--- config.mk ---
export PLATFORM = sky130hd
export DESIGN_NAME = mem_stage_bridge
export DESIGN_NICKNAME = d
export VERILOG_FILES = /design/src/rtl/mem_stage_bridge.sv
export SDC_FILE = /design/constraint.sdc
export NUM_CORES = 1
export LEC_CHECK = 0
export ABC_CLOCK_PERIOD_IN_PS = 2000
export BUFFER_PORTS_ARGS = -buffer_cell sky130_fd_sc_hd__buf_4
export CORE_UTILIZATION = 46
export DETAILED_ROUTE_END_ITERATION = 16
export PLACE_DENSITY_LB_ADDON = 0.15
export SKIP_LAST_GASP = 1
export SYNTH_ARGS = -nofsm -noshare
export SYNTH_HDL_FRONTEND = slang
export SYNTH_SLANG_ARGS = --single-unit
--- constraint.sdc ---
create_clock -name clk -period 2 [get_ports clk]
set_input_delay 0.4 -clock clk [delete_from_list [all_inputs] [get_ports clk]]
set_output_delay 0.4 -clock clk [all_outputs]
set_load 0.02 [all_outputs]
--- src/rtl/mem_stage_bridge.sv ---
// ---------------------------------------------------------------------------
// mem_stage_bridge
//
// Purpose:
//   Connects the pipeline memory stage to a variable-latency external data
//   bus through a req/ready handshake. It stalls the pipeline while an access
//   is in flight. It returns load data on ReadDataM in the single release
//   cycle (DONE). It replaces a single-cycle data memory when data memory is
//   off-core.
//
// Ports:
//   clk          in   1      system clock, rising edge
//   reset        in   1      asynchronous, active-low reset
//   MemReadM     in   1      load in memory stage
//   MemWriteM    in   1      store in memory stage (wins over MemReadM)
//   ALUOutM      in   WIDTH  byte address
//   WriteDataM   in   WIDTH  store data
//   ReadDataM    out  WIDTH  load data, registered
//   StallM       out  1      freeze F/D/E/M pipeline registers
//   BusErr       out  1      one-cycle pulse: misaligned access or timeout
//   mem_req      out  1      bus request, registered
//   mem_we       out  1      1=write, 0=read; valid while mem_req
//   mem_addr     out  WIDTH  word-aligned address; valid while mem_req
//   mem_wdata    out  WIDTH  write data; valid while mem_req
//   mem_ready    in   1      bus completes the access when high with mem_req
//   mem_rdata    in   WIDTH  read data, sampled with mem_ready
//   o_dbg_state  out  2      current FSM state (IDLE=0, BUSY=1, DONE=2)
//
// Handshake: mem_req rises on the edge that leaves IDLE. While it is high,
// mem_we, mem_addr and mem_wdata do not change. A transfer completes on the
// first rising edge where mem_req and mem_ready are both high. mem_req then
// drops on that same edge. mem_ready is ignored outside BUSY.
// ---------------------------------------------------------------------------
module mem_stage_bridge #(
    parameter int WIDTH   = 32,
    parameter int TIMEOUT = 255
) (
    input  logic             clk,
    input  logic             reset,
    input  logic             MemReadM,
    input  logic             MemWriteM,
    input  logic [WIDTH-1:0] ALUOutM,
    input  logic [WIDTH-1:0] WriteDataM,
    output logic [WIDTH-1:0] ReadDataM,
    output logic             StallM,
    output logic             BusErr,
    output logic             mem_req,
    output logic             mem_we,
    output logic [WIDTH-1:0] mem_addr,
    output logic [WIDTH-1:0] mem_wdata,
    input  logic             mem_ready,
    input  logic [WIDTH-1:0] mem_rdata,
    output logic [1:0]       o_dbg_state
);

    localparam logic [1:0] IDLE = 2'b00;
    localparam logic [1:0] BUSY = 2'b01;
    localparam logic [1:0] DONE = 2'b10;

    // The counter only needs to reach TIMEOUT-1.
    localparam int CW = (TIMEOUT > 2) ? $clog2(TIMEOUT) : 1;
    localparam logic [CW-1:0] CNT_LAST = CW'(TIMEOUT - 1);

    logic [1:0]       r_state;
    logic [CW-1:0]    r_cnt;
    logic             r_req;
    logic             r_we;
    logic [WIDTH-1:0] r_addr;
    logic [WIDTH-1:0] r_wdata;
    logic [WIDTH-1:0] r_rdata;
    logic             r_bus_err;

    logic             w_access;
    logic             w_aligned;
    logic             w_start;

    assign w_access  = MemReadM | MemWriteM;
    assign w_aligned = (ALUOutM[1:0] == 2'b00);
    assign w_start   = w_access && w_aligned;

    // The IDLE-detect cycle stalls combinationally. Otherwise the pipeline
    // would advance past the access before the request is even issued.
    // Reset gating keeps every output at 0 while reset is low.
    always_comb begin
        StallM = 1'b0;
        if (reset) begin
            if (r_state == BUSY)
                StallM = 1'b1;
            else if (r_state == IDLE && w_start)
                StallM = 1'b1;
        end
    end

    always_ff @(posedge clk or negedge reset) begin
        if (!reset) begin
            r_state   <= IDLE;
            r_cnt     <= '0;
            r_req     <= 1'b0;
            r_we      <= 1'b0;
            r_addr    <= '0;
            r_wdata   <= '0;
            r_rdata   <= '0;
            r_bus_err <= 1'b0;
        end else begin
            // BusErr is a single-cycle pulse unless a branch below re-arms it.
            r_bus_err <= 1'b0;
            case (r_state)
                IDLE: begin
                    if (w_access) begin
                        if (w_aligned) begin
                            r_req   <= 1'b1;
                            r_we    <= MemWriteM;
                            r_addr  <= {ALUOutM[WIDTH-1:2], 2'b00};
                            r_wdata <= WriteDataM;
                            r_cnt   <= '0;
                            r_state <= BUSY;
                        end else begin
                            // Misaligned: no request, no stall, the pipeline moves on.
                            r_bus_err <= 1'b1;
                        end
                    end
                end
                BUSY: begin
                    // Ready is checked first. A ready on the timeout edge
                    // therefore counts as a success.
                    if (mem_ready) begin
                        if (!r_we)
                            r_rdata <= mem_rdata;
                        r_req   <= 1'b0;
                        r_cnt   <= '0;
                        r_state <= DONE;
                    end else if (r_cnt == CNT_LAST) begin
                        if (!r_we)
                            r_rdata <= '0;
                        r_req     <= 1'b0;
                        r_bus_err <= 1'b1;
                        r_cnt     <= '0;
                        r_state   <= DONE;
                    end else begin
                        r_cnt <= r_cnt + 1'b1;
                    end
                end
                DONE: begin
                    // The stalled instruction is still presented in this
                    // cycle. Its request bits are ignored so it is not reissued.
                    r_state <= IDLE;
                end
                default: r_state <= IDLE;
            endcase
        end
    end

    assign ReadDataM   = r_rdata;
    assign BusErr      = r_bus_err;
    assign mem_req     = r_req;
    assign mem_we      = r_we;
    assign mem_addr    = r_addr;
    assign mem_wdata   = r_wdata;
    assign o_dbg_state = r_state;

endmodule
==> results.json, run 1 <==
{
  "final_cells": 718,
  "crit_path_start_kind": "flip-flop",
  "finalHoldViolCount": 0,
  "cts_max_level": 3,
  "hpwlAfterDp_um": 7410,
  "io_buffers": 200,
  "p_sw_uw": 2720,
  "slew_headroom": 0.620,
  "drive_gt1_frac": 0.387,
  "overflow": 0,
  "cts-root-buf": "clkbuf_8",
  "vdd.ir_drop.worst_mv": 0.638,
  "rows": 34,
  "syn_to_final_growth_pct": 43.5,
  "grt_pass1_vias": 3444,
  "die_area_um2": 9440,
  "avgSynthCellArea_um2": 10.2,
  "path_class": "reg2reg",
  "drc_errors": 0,
  "setup_violations": 0,
  "core-area_um2": 8760,
  "grt_pass1_wl_um": 17500,
  "initial_core_util": 0.476,
  "post-cts-setup-buffer-count": 0,
  "cp.arrival_ps": 2070,
  "ioPinCount": 203,
  "grt_use_total": 0.232,
  "power.share.clock": 0.167,
  "ys_seq_area_frac": 0.642,
  "antenna_left": 0,
  "worst_setup_path_end_kind": "flip-flop",
  "detailedPlace.worstSlack_ps": 211,
  "crit_required_ps": 2260,
  "whs_ps": 104,
  "cts_buffers": 9,
  "grt_setup_unrepaired": "false",
  "yosysUniqueCellTypes": 30,
  "finalCritPeriodShare": 0.904,
  "hp-class": "in2async",
  "p_leak_uw": 0.00330,
  "drt_wl_total_um": 10500,
  "synth-simple-area-share": 0.214,
  "finalNetCount": 708,
  "ys_seq_elements": 107,
  "cts_tree": "yes",
  "cap_violations": 0,
  "num_vias": 3575,
  "fmax_mhz": 553,
  "ctsHoldBuffers": 0,
  "synthCells": 407,
  "swShare": 0.370,
  "synth_warnings": 0,
  "synth_adder_area_share": 0.00600,
  "cts.sinks": 107,
  "worst_pin_slew_ps": 570,
  "die_w_um": 97.2,
  "cp_max_fo": 32,
  "drv_slew": 0,
  "tns_ps": 0,
  "p_int_uw": 4630,
  "synth_top_family_by_area": "simple AND/OR/NAND/NOR gates",
  "skew_ps": 11.7,
  "clk_pin_slew_ps": 110,
  "die_h_um": 97.2,
  "synth_xor_area_frac": 0,
  "antenna_found_initial": 0,
  "pwr-share-seq": 0.438,
  "diodes": 0,
  "clock_latency_ps": 370,
  "synth_area_um2": 4170,
  "via_per_inst": 4.98,
  "placed_cells": 702,
  "fin_ws_ps": 192,
  "wl_per_cell_um": 14.7,
  "cts_buffer_depth": 2,
  "grt_max_degree": 108,
  "drtIter0Drc": 135,
  "layout_min_cycle_time_ps": 1810,
  "pwr-share-comb": 0.395,
  "status": "finished, final reports clean",
  "synth_compound_area_frac": 0.0994,
  "cts_resized": 0,
  "synth.mux.area_fraction": 0,
  "first_pass_iters": 4,
  "power.density_nw_per_um2": 1230,
  "place_congestion": 0.834
}
cells in the mapped netlist, drive strengths merged:
cell type,count,share of area
a211oi,1,0.0018
a21oi,6,0.0072
a22o,33,0.070
and2,1,0.0015
buf,17,0.029
clkbuf,7,0.0063
conb,1,0.00090
dfrtp,107,0.64
ha,2,0.0060
inv,2,0.0018
nand2,192,0.17
nand2b,2,0.0030
nand3,2,0.0024
nand4,2,0.0045
nand4b,1,0.0021
nor2,3,0.0027
nor3b,4,0.0072
nor4,1,0.0015
o21ai,9,0.011
o21ba,1,0.0024
o31ai,4,0.0072
or2,1,0.0015
or2b,1,0.0018
or3,2,0.0030
or4,5,0.0096
metrics by stage:
step           instance area [um2]  utilization  power (uW)
2_1_floorplan                 4170            -        4680
3_3_place_gp                  5810        0.662        6110
3_5_place_dp                  5810        0.662        6180
4_1_cts                       5980        0.682        7420
5_1_grt                       5980        0.682        7760
6_report                      5980        0.682        7350
flip-flops by register name, summed over array words and instances (netlist names):
signal / count
mem_req: 1
r_cnt: 8
mem_wdata: 32
mem_addr: 30
mem_we: 1
o_dbg_state: 2
ReadDataM: 32
BusErr: 1
worst paths after layout:
path | start | to | slack [ps] | cells after the start
min in group clk | ALUOutM[3] | mem_addr[3] | 210 | 3
worst max-delay path | r_cnt[0] | ReadDataM[26] | 190 | 7
worst max register to register | r_cnt[0] | ReadDataM[26] | 190 | 7
worst min register to register | mem_wdata[10] | mem_wdata[10] | 480 | 2
max in group asynchronous | reset | mem_addr[31] | 1440 | 2
worst min-delay path | reset | r_cnt[3] | 100 | 2
cell type report:
| class | instances | area [um2] |
|---|---|---|
| clock inverters | 7 | 50.0 |
| inverters | 2 | 7.51 |
| multi-input cells | 275 | 1350 |
| flip-flops and latches | 107 | 2680 |
| well taps | 108 | 135 |
| clock buffers | 9 | 124 |
| repair buffers | 210 | 1640 |
| fillers | 712 | 2780 |
power groups by stage:
stage	registers, uW	logic (uW)	clock network, uW
after detailed placement	3250	2930	0
after floorplan	4020	656	0
after CTS	3220	2930	1270
after global placement	3250	2860	0
after global routing	3300	3100	1360
final	3220	2900	1230
cells by family after synthesis:
logic type      count (synthesis)
compound gates                 54
simple gates                  217
flops                         107
other cells                     1
buf+inv                        26
fa+ha+maj                       2
cell usage in the layout, fill, tap and decap left out, drive strengths merged, types with 3 or more instances in the layout:
| master | n |
|---|---|
| or4 | 5 |
| a21oi | 6 |
| buf | 210 |
| nand2 | 192 |
| inv | 6 |
| o31ai | 4 |
| nor3b | 4 |
| clkinv | 3 |
| nor2 | 3 |
| dfrtp | 107 |
| clkbuf | 9 |
| o21ai | 9 |
| a22o | 33 |
metal layers:
layer  global-route usage  vias up  routed length, um
met5                    0        -                  0
met4               0.0735        0                231
met3               0.0820       16                907
met2                0.349      172               4890
met1                0.315     1666               4520
li1                     -     1721                  -
worst max-delay path: stages, from the launching register on:
cell and delay (ps):
dfrtp_1 430, inv_1 70, ha_1 130, nand3_1 80, o21ba_2 240, or3_1 350
buf_12 190, a22o_2 210
Power figures use the tool's default switching activity.
==> inputs of run 2 (changes only) <==
--- a/config.mk
+++ b/config.mk
@@ -7,6 +7,7 @@
 export LEC_CHECK = 0
 export ABC_CLOCK_PERIOD_IN_PS = 2000
 export BUFFER_PORTS_ARGS = -buffer_cell sky130_fd_sc_hd__buf_4
+export CORE_ASPECT_RATIO = 1.1
 export CORE_UTILIZATION = 46
 export DETAILED_ROUTE_END_ITERATION = 16
 export PLACE_DENSITY_LB_ADDON = 0.15
==> run 2 against run 1 <==
Total power shrank 0.95%; via count down 0.28%; clock skew is essentially flat; critical endpoint is now ReadDataM[27]; non-clock buffer count fell by 1; design area is 0.42% lower; highest routed layer unchanged; largest power group unchanged; count of clock-buffer cells in the layout rose by 6.
==> results.json, run 2 (synthesis gave the netlist of run 1 again) <==
{
  "clk_pin_slew_ps": 90,
  "grt_pass1_wl_um": 15400,
  "ctsHoldBuffers": 0,
  "drc_errors": 0,
  "cts_max_level": 3,
  "cts-root-buf": "clkbuf_8",
  "cts_tree": "yes",
  "vdd.ir_drop.worst_mv": 0.624,
  "final_core_util": 0.674,
  "grt_max_degree": 108,
  "drtIter0Drc": 157,
  "topRoutingLayerUsed": "met4",
  "syn_to_final_growth_pct": 42.9,
  "io_buffers": 200,
  "antenna_found_initial": 0,
  "cp_max_fo": 32,
  "rows": 36,
  "core-area_um2": 8830,
  "power.density_nw_per_um2": 1220,
  "cap_violations": 0,
  "grt_setup_unrepaired": "false",
  "wl_met3_um": 953,
  "path_class": "reg2reg",
  "cts_buffers": 9,
  "num_vias": 3565,
  "final_cell_mix": "206 x buf_4, 191 x nand2_1, 107 x dfrtp_1, 31 x a22o_1, 11 x clkbuf_8",
  "die_w_um": 92.8,
  "p_leak_uw": 0.00327,
  "die_area_um2": 9450,
  "swShare": 0.357,
  "die_h_um": 102,
  "cts_buffer_depth": 2,
  "pwr-share-seq": 0.440,
  "grt_use_total": 0.210,
  "cts_resized": 0,
  "dr_wl_met2_um": 4910,
  "via_per_inst": 4.93,
  "finalNetCount": 707,
  "cts.sinks": 107,
  "mostFrequentLayoutCell": "buf_4",
  "fmax_mhz": 555,
  "clock_latency_ps": 350,
  "place_congestion": 0.769,
  "crit_path_start_kind": "flip-flop",
  "skew_ps": 12.0,
  "diodes": 0,
  "initial_core_util": 0.472,
  "layout_min_cycle_time_ps": 1800,
  "status": "finished, final reports clean",
  "ioPinCount": 203,
  "slew_headroom": 0.641,
  "hp-class": "in2async",
  "worst_setup_path_end_kind": "flip-flop",
  "power.share.clock": 0.162,
  "tns_ps": 0,
  "pwr-share-comb": 0.398,
  "post-cts-setup-buffer-count": 0,
  "worst_pin_slew_ps": 539,
  "wl_per_cell_um": 14.0,
  "fillers": 733,
  "crit_required_ps": 2240,
  "setup_violations": 0,
  "p_sw_uw": 2600,
  "finalHoldViolCount": 0,
  "p_int_uw": 4680,
  "drive_gt1_frac": 0.379,
  "finalCritPeriodShare": 0.901,
  "grt_pass1_vias": 3361,
  "wl_met1_um": 4130,
  "overflow": 0,
  "cp.arrival_ps": 2040,
  "hpwlAfterDp_um": 7060,
  "drt_wl_total_um": 10200,
  "first_pass_iters": 4,
  "antenna_left": 0,
  "drv_slew": 0
}
run 2: cell types whose count changed in the layout (fill, tap and decap cells not counted), sizes merged:
cell / delta
clkbuf: +6
inv: -4
clkinv: -3
buf: -1
clkinvlp: +1
run 2: per-stage QoR:
step / setup slack [ps] / std cells / power [uW] / hold slack (ps) / area (um2)
5_1_grt: 104 / 723 / 7690 / 176 / 5950
3_5_place_dp: 213 / 707 / 6150 / 464 / 5780
2_1_floorplan: 273 / 408 / 4680 / 104 / 4170
4_1_cts: 194 / 723 / 7360 / 137 / 5950
6_report: 198 / 723 / 7280 / 136 / 5950
3_3_place_gp: 252 / 707 / 6090 / 459 / 5780
run 2: final timing paths:
path / start / end / slack [ps] / depth (start not counted)
hold reg to reg: mem_addr[18] / mem_addr[18] / 480 / 2
min in group clk: WriteDataM[19] / mem_wdata[19] / 230 / 3
max in group asynchronous: reset / mem_wdata[25] / 1490 / 2
hold / removal: reset / BusErr / 140 / 2
setup / recovery: r_cnt[0] / ReadDataM[27] / 200 / 7
setup reg to reg: r_cnt[0] / ReadDataM[27] / 200 / 7
run 2: layout make-up:
cell class | count | area [um2] | share of cell area
clock buffers | 15 | 166 | 0.0279
multi-input cells | 275 | 1350 | 0.226
repair buffers | 209 | 1610 | 0.270
flip-flops and latches | 107 | 2680 | 0.450
clock inverters | 1 | 7.51 | 0.00126
well taps | 114 | 143 | 0.0240
inverters | 2 | 7.51 | 0.00126
run 2: worst max-delay path, cell delays in order, from the launching register on:
cell and delay (ps):
dfrtp_1 420, inv_1 70, ha_1 140, nand3_1 70, o21ba_2 230, or3_1 350
buf_12 190, a22o_2 220
run 2: power groups by stage:
stage | Clock, uW | Sequential [uW] | Combinational, uW
2_1_floorplan | 0 | 4020 | 656
3_3_place_gp | 0 | 3240 | 2850
3_5_place_dp | 0 | 3240 | 2920
4_1_cts | 1230 | 3200 | 2930
5_1_grt | 1310 | 3280 | 3100
6_report | 1180 | 3200 | 2890
run 2: per-layer routing:
layer | vias to the layer above | global-route usage
li1 | 1719 | -
met1 | 1676 | 0.259
met2 | 157 | 0.345
met3 | 13 | 0.0647
met4 | 0 | 0.0923
met5 | - | 0
